===== src/rtl/nfu_accum.sv =====
// Neuron accumulation stage: takes a bias plus a run of signed products from the
// multiplier, sums them in a wide accumulator and returns a saturated N-bit result.
module nfu_accum #(
  parameter int N     = 16,
  parameter int ACC_W = 32,
  parameter int CNT_W = 8
) (
  input  logic             clk,
  input  logic             rst_n,
  input  logic             start,
  input  logic [CNT_W-1:0] len,
  input  logic [N-1:0]     bias,
  input  logic             prod_valid,
  input  logic [N-1:0]     prod_in,
  output logic             prod_ready,
  output logic             out_valid,
  input  logic             out_ready,
  output logic [N-1:0]     out_data,
  output logic             out_sat,
  output logic             busy
);

  typedef enum logic [1:0] {
    IDLE  = 2'd0,
    ACCUM = 2'd1,
    DONE  = 2'd2
  } state_t;

  state_t             state_q, state_d;
  logic [ACC_W-1:0]   acc_q, acc_d;
  logic [CNT_W-1:0]   cnt_q, cnt_d;
  logic [N-1:0]       outData_q, outData_d;
  logic               outSat_q, outSat_d;

  logic               startAccepted;
  logic               prodFire;
  logic [ACC_W-1:0]   accSum;
  logic [N:0]         satSum;

  // Returns {clipped, value}; the sum fits when every bit from N-1 upward matches the sign.
  function automatic logic [N:0] satResult(input logic [ACC_W-1:0] sum);
    logic [ACC_W-N:0] upper;
    upper = sum[ACC_W-1:N-1];
    if ((&upper) || !(|upper)) begin
      return {1'b0, sum[N-1:0]};
    end else if (sum[ACC_W-1]) begin
      return {1'b1, 1'b1, {(N-1){1'b0}}};
    end else begin
      return {1'b1, 1'b0, {(N-1){1'b1}}};
    end
  endfunction

  assign prod_ready = (state_q == ACCUM);
  assign out_valid  = (state_q == DONE);
  assign busy       = (state_q != IDLE);
  assign out_data   = outData_q;
  assign out_sat    = outSat_q;

  // A new operation may start from IDLE, or from DONE in the cycle the result is taken.
  assign startAccepted = start && ((state_q == IDLE) || ((state_q == DONE) && out_ready));
  assign prodFire      = prod_valid && prod_ready;
  assign accSum        = acc_q + {{(ACC_W-N){prod_in[N-1]}}, prod_in};
  assign satSum        = satResult(accSum);

  always_comb begin
    state_d   = state_q;
    acc_d     = acc_q;
    cnt_d     = cnt_q;
    outData_d = outData_q;
    outSat_d  = outSat_q;

    case (state_q)
      ACCUM: begin
        if (prodFire) begin
          acc_d = accSum;
          cnt_d = cnt_q - CNT_W'(1);
          if (cnt_q == CNT_W'(1)) begin
            state_d   = DONE;
            outData_d = satSum[N-1:0];
            outSat_d  = satSum[N];
          end
        end
      end
      DONE: begin
        if (out_ready) begin
          state_d = IDLE;
        end
      end
      default: begin
        state_d = IDLE;
      end
    endcase

    // A bias is already N bits wide, so a zero-length operation can never clip.
    if (startAccepted) begin
      acc_d = {{(ACC_W-N){bias[N-1]}}, bias};
      cnt_d = len;
      if (len != '0) begin
        state_d = ACCUM;
      end else begin
        state_d   = DONE;
        outData_d = bias;
        outSat_d  = 1'b0;
      end
    end
  end

  always_ff @(posedge clk or negedge rst_n) begin
    if (!rst_n) begin
      state_q   <= IDLE;
      acc_q     <= '0;
      cnt_q     <= '0;
      outData_q <= '0;
      outSat_q  <= 1'b0;
    end else begin
      state_q   <= state_d;
      acc_q     <= acc_d;
      cnt_q     <= cnt_d;
      outData_q <= outData_d;
      outSat_q  <= outSat_d;
    end
  end

endmodule


===== config.mk =====
export PLATFORM = sky130hd
export DESIGN_NAME = nfu_accum
export DESIGN_NICKNAME = d
export VERILOG_FILES = /design/src/rtl/nfu_accum.sv
export SDC_FILE = /design/constraint.sdc
export NUM_CORES = 1
export LEC_CHECK = 0
export CAP_MARGIN = 0
export CORE_ASPECT_RATIO = 0.5
export CORE_MARGIN = 1.5
export CORE_UTILIZATION = 40
export CTS_CLUSTER_SIZE = 8
export DETAILED_ROUTE_END_ITERATION = 10
export PLACE_DENSITY = 0.66
export SETUP_SLACK_MARGIN = 0.5
export SLEW_MARGIN = 20
export SYNTH_ARGS = -nofsm -noshare
export SYNTH_HDL_FRONTEND = slang
export SYNTH_SLANG_ARGS = --single-unit
export TNS_END_PERCENT = 100

===== constraint.sdc =====
create_clock -name clk -period 3.94 [get_ports clk]
set_clock_uncertainty 0.15 [all_clocks]
set_input_delay 0.788 -clock clk [delete_from_list [all_inputs] [get_ports clk]]
set_output_delay 0.788 -clock clk [all_outputs]
set_load 0.005 [all_outputs]

======== Yosys cells after proc, flatten, opt, wreduce, memory -nomap -nowiden ========
Cells that the tools add are included.
word-level totals
  register bits ........................... 59
  input port bits ......................... 45
  output and inout bits ................... 20
  word-level logic and storage cells ...... 52
cells by class
  mux-type cells .......................... 24
  equality and inequality tests ........... 6
  reductions and logical operators ........ 15
  $add $sub $neg .......................... 2
operators with widths
  operator                                                                count
  16-bit two-way mux                                                      6
  32-bit two-way mux                                                      3
  32-bit adder                                                            1
  8-bit two-way mux                                                       3
  17-bit two-way mux                                                      1
  17-bit AND reduction                                                    1
  17-bit OR reduction                                                     1
  2-bit two-way mux                                                       5
  3-bit by 1-bit != test with 1-bit output (second input constant)        3
  8-bit by 1-bit equality test with 1-bit output (second input constant)  1
  8-bit nonzero test                                                      1
  8-bit by 1-bit subtractor with 8-bit output (second input constant)     1
  2-bit nonzero test                                                      3
  1-bit two-way mux                                                       5
  2-bit case mux with 2 select lines                                      1
  1-bit logical AND                                                       3
  3-bit AND reduction                                                     1
  2-bit by 1-bit equality test with 1-bit output (second input constant)  1
  2-bit equality test (second input constant)                             1
  2-bit zero test                                                         1
  1-bit logical OR                                                        2
  2-bit AND reduction                                                     1
  1-bit zero test                                                         1

======== Longest topological paths before layout ========
  depth after elaboration ................. 10
  mapped depth ............................ 14
  gate-level depth less buffers ........... 12

======== Worst setup path before layout ========
Ideal clock, no wire load.
  path type ............................... input-to-reg
  start point ............................. input port prod_in[0]
  end point ............................... register outData_q[10], in the netlist out_data[10]
  arrival ................................. 3.919 ns
  stages on the path ...................... 13
  library setup time ...................... 0.126 ns
  data required time ...................... 3.664 ns
  slack ................................... -0.254 ns
  path buffers ............................ 1
  cells stage by stage .................... ha_1 fa_1 a21o_1 a31o_4 nand4_2 nand2_2 or4_4 a2111o_1 or4_4 nor3_1 nand2b_1 buf_6 a21oi_2
between the ends
  cells in the longest elaborated chain, start to end .. 10
  elaborated cells on any way between the ends .. 12
  classes of those cells .................. add/sub: 1; mux: 7; reduce/logical: 4
ends and longest elaborated chain
  item                     RTL line  source
  from (decl)              14        input logic [N-1:0] prod_in,
  32-bit adder (*)         62        assign accSum = acc_q + {{(ACC_W-N){prod_in[N-1]}}, prod_in};
  17-bit OR reduction      44        if ((&upper) || !(|upper)) begin
  1-bit zero test          44
  1-bit logical OR         44
  17-bit two-way mux (*)   44
  16-bit two-way mux (*)   77        if (cnt_q == CNT_W'(1)) begin
  16-bit two-way mux (*)   74        if (prodFire) begin
  16-bit two-way mux (*)   72        case (state_q)
  16-bit two-way mux       98        if (len != '0) begin
  16-bit two-way mux (*)   95        if (startAccepted) begin
  named net outData_d[10]  32        logic [N-1:0] outData_q, outData_d;
  to (signal assigned)     119       outData_q <= outData_d;
  to (decl)                32
Mark *: on every way through the listed nets, which the timed path passes. The rest lies on a longest branch.
A chain may end at the register's enable or synchronous reset.

======== Final worst setup path ========
  start point ............................. input port prod_in[1]
  end point ............................... register outData_q[14], in the netlist out_data[14]
Same word-level chain as after synthesis.

==> insert_results.sql <==
INSERT INTO impl_metrics (metric_group, metric, value, unit) VALUES
('sta', 'final_count_of_hold_timing_violations', '0', ''),
('power', 'static-leakage-power', '3.51', 'nW'),
('placed_design', 'routabilityCongestion', '0.930', ''),
('finish', 'seq_area', '1480', 'µm²'),
('global_routing', 'grtUsageTotal', '26.1', '%'),
('logic_synthesis', 'synth-seq-cells', '59', ''),
('detailed_routing', 'ant_nets', '0', ''),
('sta', 'min_period', '3980', 'ps'),
('worst_setup_path', 'timing.critical_path.arrival', '4050', 'ps'),
('placed_design', 'placed_area', '6860', 'µm²'),
('sta', 'finalSetupTns', '-335', 'ps'),
('power', 'vdd.ir_drop.worst', '0.439', 'mV'),
('clock_tree', 'cts.reportedPaths.clkPinSlew', '60', 'ps'),
('die', 'floorplan.rows', '28', ''),
('logic_synthesis', 'yosysUniqueCellTypes', '61', ''),
('finish', 'fillerInstances', '917', ''),
('detailed_routing', 'routed_wirelength', '17.2', 'mm'),
('finish', 'final_nets', '914', ''),
('power', 'power.total', '6.97', 'mW'),
('run', 'drv_cap', '0', ''),
('finish', 'drive_gt1_share', '37.4', '%'),
('finish', 'areaGrowthSynthToFinish', '61.9', '%'),
('placed_design', 'number_of_instances_in_the_placed_design', '968', ''),
('finish', 'postLayoutCellArea', '8050', 'µm²'),
('detailed_routing', 'drt-pass1-iter-count', '5', ''),
('finish', 'instances_no_fill', '1005', ''),
('detailed_routing', 'routed-via-count', '5677', ''),
('logic_synthesis', 'syn-num-nets', '708', ''),
('worst_setup_path', 'setup.worst_path.class', 'in2reg', ''),
('sta', 'finalMaxSlewViolations', '0', ''),
('worst_setup_path', 'critical_path.max_fanout', '7', ''),
('logic_synthesis', 'number_of_enable_flip_flop_cells_after_synthesis', '0', ''),
('global_routing', 'overflow', '0', ''),
('logic_synthesis', 'synth-warning-count', '0', ''),
('finish', 'multi_input_logic_area', '4030', 'µm²'),
('detailed_routing', 'avgRoutedWirePerCell', '17.1', 'µm'),
('logic_synthesis', 'syn_area_per_cell', '7.91', 'µm²'),
('hold_path', 'timing.hold.worst.class', 'reg2reg', ''),
('logic_synthesis', 'syn-cell-area', '4970', 'µm²'),
('clock_tree', 'cts_buffer_depth', '2', ''),
('sta', 'unrepaired_setup_endpoints_after_global_routing', 'yes', ''),
('clock_tree', 'cts-htree-levels', '3', ''),
('clock_tree', 'cts-buffers-inserted', '9', ''),
('die', 'placeableCoreArea', '12000', 'µm²'),
('clock_tree', 'tritoncts', 'done', ''),
('logic_synthesis', 'gate_count_post_synth', '629', ''),
('global_routing', 'grt_pass1_wl', '27.2', 'mm'),
('die', 'die_h', '81.9', 'µm'),
('sta', 'max_clock_freq', '251', 'MHz'),
('finish', 'finish.utilization', '67.2', '%'),
('logic_synthesis', 'synth-main-ff-cell', 'dfrtp_1', ''),
('power', 'power.density_cell_area', '865', 'nW/µm²'),
('clock_tree', 'insertion_delay', '330', 'ps'),
('placed_design', 'place_hpwl', '12.0', 'mm'),
('sta', 'worst_slew_pin_slew', '823', 'ps'),
('die', 'die_area', '13200', 'µm²'),
('finish', 'antenna_diode_count', '0', ''),
('detailed_routing', 'dr_iter_0_viols', '402', ''),
('status', 'violations', 'setup timing', ''),
('detailed_routing', 'post_drt_via_cell_ratio', '5.65', ''),
('worst_setup_path', 'critical_path.endpoint_type', 'register', ''),
('global_routing', 'grt_antenna_before_repair', '0', ''),
('clock_tree', 'cts.sink_count', '59', ''),
('logic_synthesis', 'synthArstFlopShare', '100', '%'),
('status', 'outcome', 'finished, violations left', ''),
('sta', 'finalWorstSetupSlack', '-44.9', 'ps'),
('global_routing', 'via_count_of_the_first_global_routing_pass', '5439', ''),
('detailed_routing', 'post-route-drc-count', '0', ''),
('die', 'boundaryPins', '65', ''),
('sta', 'setup_violations', '14', ''),
('global_routing', 'grt_start_max_net_pins', '36', ''),
('worst_setup_path', 'worstSetupStartpointType', 'input port', ''),
('die', 'initial_utilization', '41.5', '%'),
('die', 'chipWidth', '161', 'µm'),
('worst_setup_path', 'timing.critical_path.required', '4000', 'ps'),
('placed_design', 'port_buffers', '64', ''),
('sta', 'slew-limit-headroom', '45.1', '%'),
('logic_synthesis', 'synth_seq_area_share', '29.7', '%'),
('clock_tree', 'cts_root_buf', 'clkbuf_16', ''),
('sta', 'finalCritPeriodShare', '101', '%');
-- Yosys cell counts, drive strengths merged (6+ instances only) --
library cell  count  share of area [%]
nand2           108                8.2
o21ai            67                6.7
a21oi            64                7.6
dfrtp            59                 30
nor2             41                3.1
ha               33                8.3
clkbuf           23                1.7
nand3            23                2.3
a22oi            17                2.6
nor3             17                1.9
xor2             15                2.6
buf              14                1.7
o211ai           14                2.1
nand4            11                1.5
and2              9                1.1
inv               8               0.60
o21a              8                1.2
or4               8                1.4
xnor2             8                1.4
mux2i             7                1.4
a211oi            6                1.0
a21o              6               0.91
-- path summary, 6_finish.rpt --
check                          endpoint  slack (ps)       start  depth (start not counted)
setup / recovery           out_data[14]         -40  prod_in[1]                         14
hold / removal                  out_sat         370     out_sat                          2
setup reg to reg           out_data[14]          70    acc_q[1]                         15
hold reg to reg                 out_sat         370     out_sat                          2
max in group asynchronous      acc_q[9]        2500       rst_n                          2
min in group asynchronous      cnt_q[2]         400       rst_n                          1
-- state kept, by name (all words and copies together) (netlist names) --
register and flops:
out_data 16, cnt_q 8, out_sat 1, state_q 2, acc_q 32
-- stage by stage --
stage,setup WS (ps),hold slack (ps)
2_1_floorplan,-101,300
3_3_place_gp,-763,333
3_5_place_dp,-827,335
4_1_cts,-64.3,362
5_1_grt,-120,399
6_report,-44.9,373
-- area by class of cell --
type,count,area share [%]
Multi-Input combinational cell,526,50.1
Timing Repair Buffer,231,24.8
Sequential cell,59,18.3
Clock buffer,12,3.31
Tap cell,165,2.56
Clock inverter,4,0.590
Inverter,8,0.373
-- what timing repair did --
action	in CTS	in global routing
hold buffers	0	0
setup buffers	14	5
pin swaps	52	45
gates cloned	2	0
resized for setup	103	59
endpoints found under the setup margin	23	18
hold endpoints to repair	0	0
-- layer usage --
layer,routed length (µm),up-vias,track usage [%]
met2,8000,178,43.3
met4,170,0,5.00
met1,8130,2758,36.4
li1,-,2722,-
met5,0,-,0
met3,896,19,4.09
-- logic make-up after synthesis --
family	after synthesis	share of synthesized area (%)
AO/OA/AOI/OAI	210	27.5
XOR/XNOR	23	4.05
adder cells (fa/ha/maj)	34	8.70
buffers and inverters	45	4.05
flip-flops	59	29.7
multiplexers	8	1.63
AND/OR/NAND/NOR	250	24.3
-- placed cells by master, fill, tap and decap left out, drive strengths merged, types with 7 or more instances in the layout --
master	n
nor3	17
dfrtp	59
xor2	15
o21a	8
ha	33
clkdlybuf4s50	47
dlygate4sd2	8
mux2i	7
xnor2	8
nand3	23
a21oi	64
a22oi	17
nor2	41
and2	9
or4	8
buf	171
o21ai	67
clkbuf	15
o211ai	14
nand2	108
inv	8
nand4	11
-- power by group --
part,total (mW),internal (mW),switching (mW)
clock,0.832,0.539,0.293
sequential,1.17,0.906,0.268
combinational,4.96,2.56,2.41
-- critical path, stage by stage --
cell	delay [ps]
buf_8	100
buf_6	100
fa_2	380
a21o_1	190
a31o_4	240
nand4_4	100
nand2_2	60
or4_4	480
a2111o_1	370
or4_4	520
buf_6	140
nor3_4	210
nand2b_4	270
a21oi_2	80
Note: power is estimated with default switching activity, not from simulation.
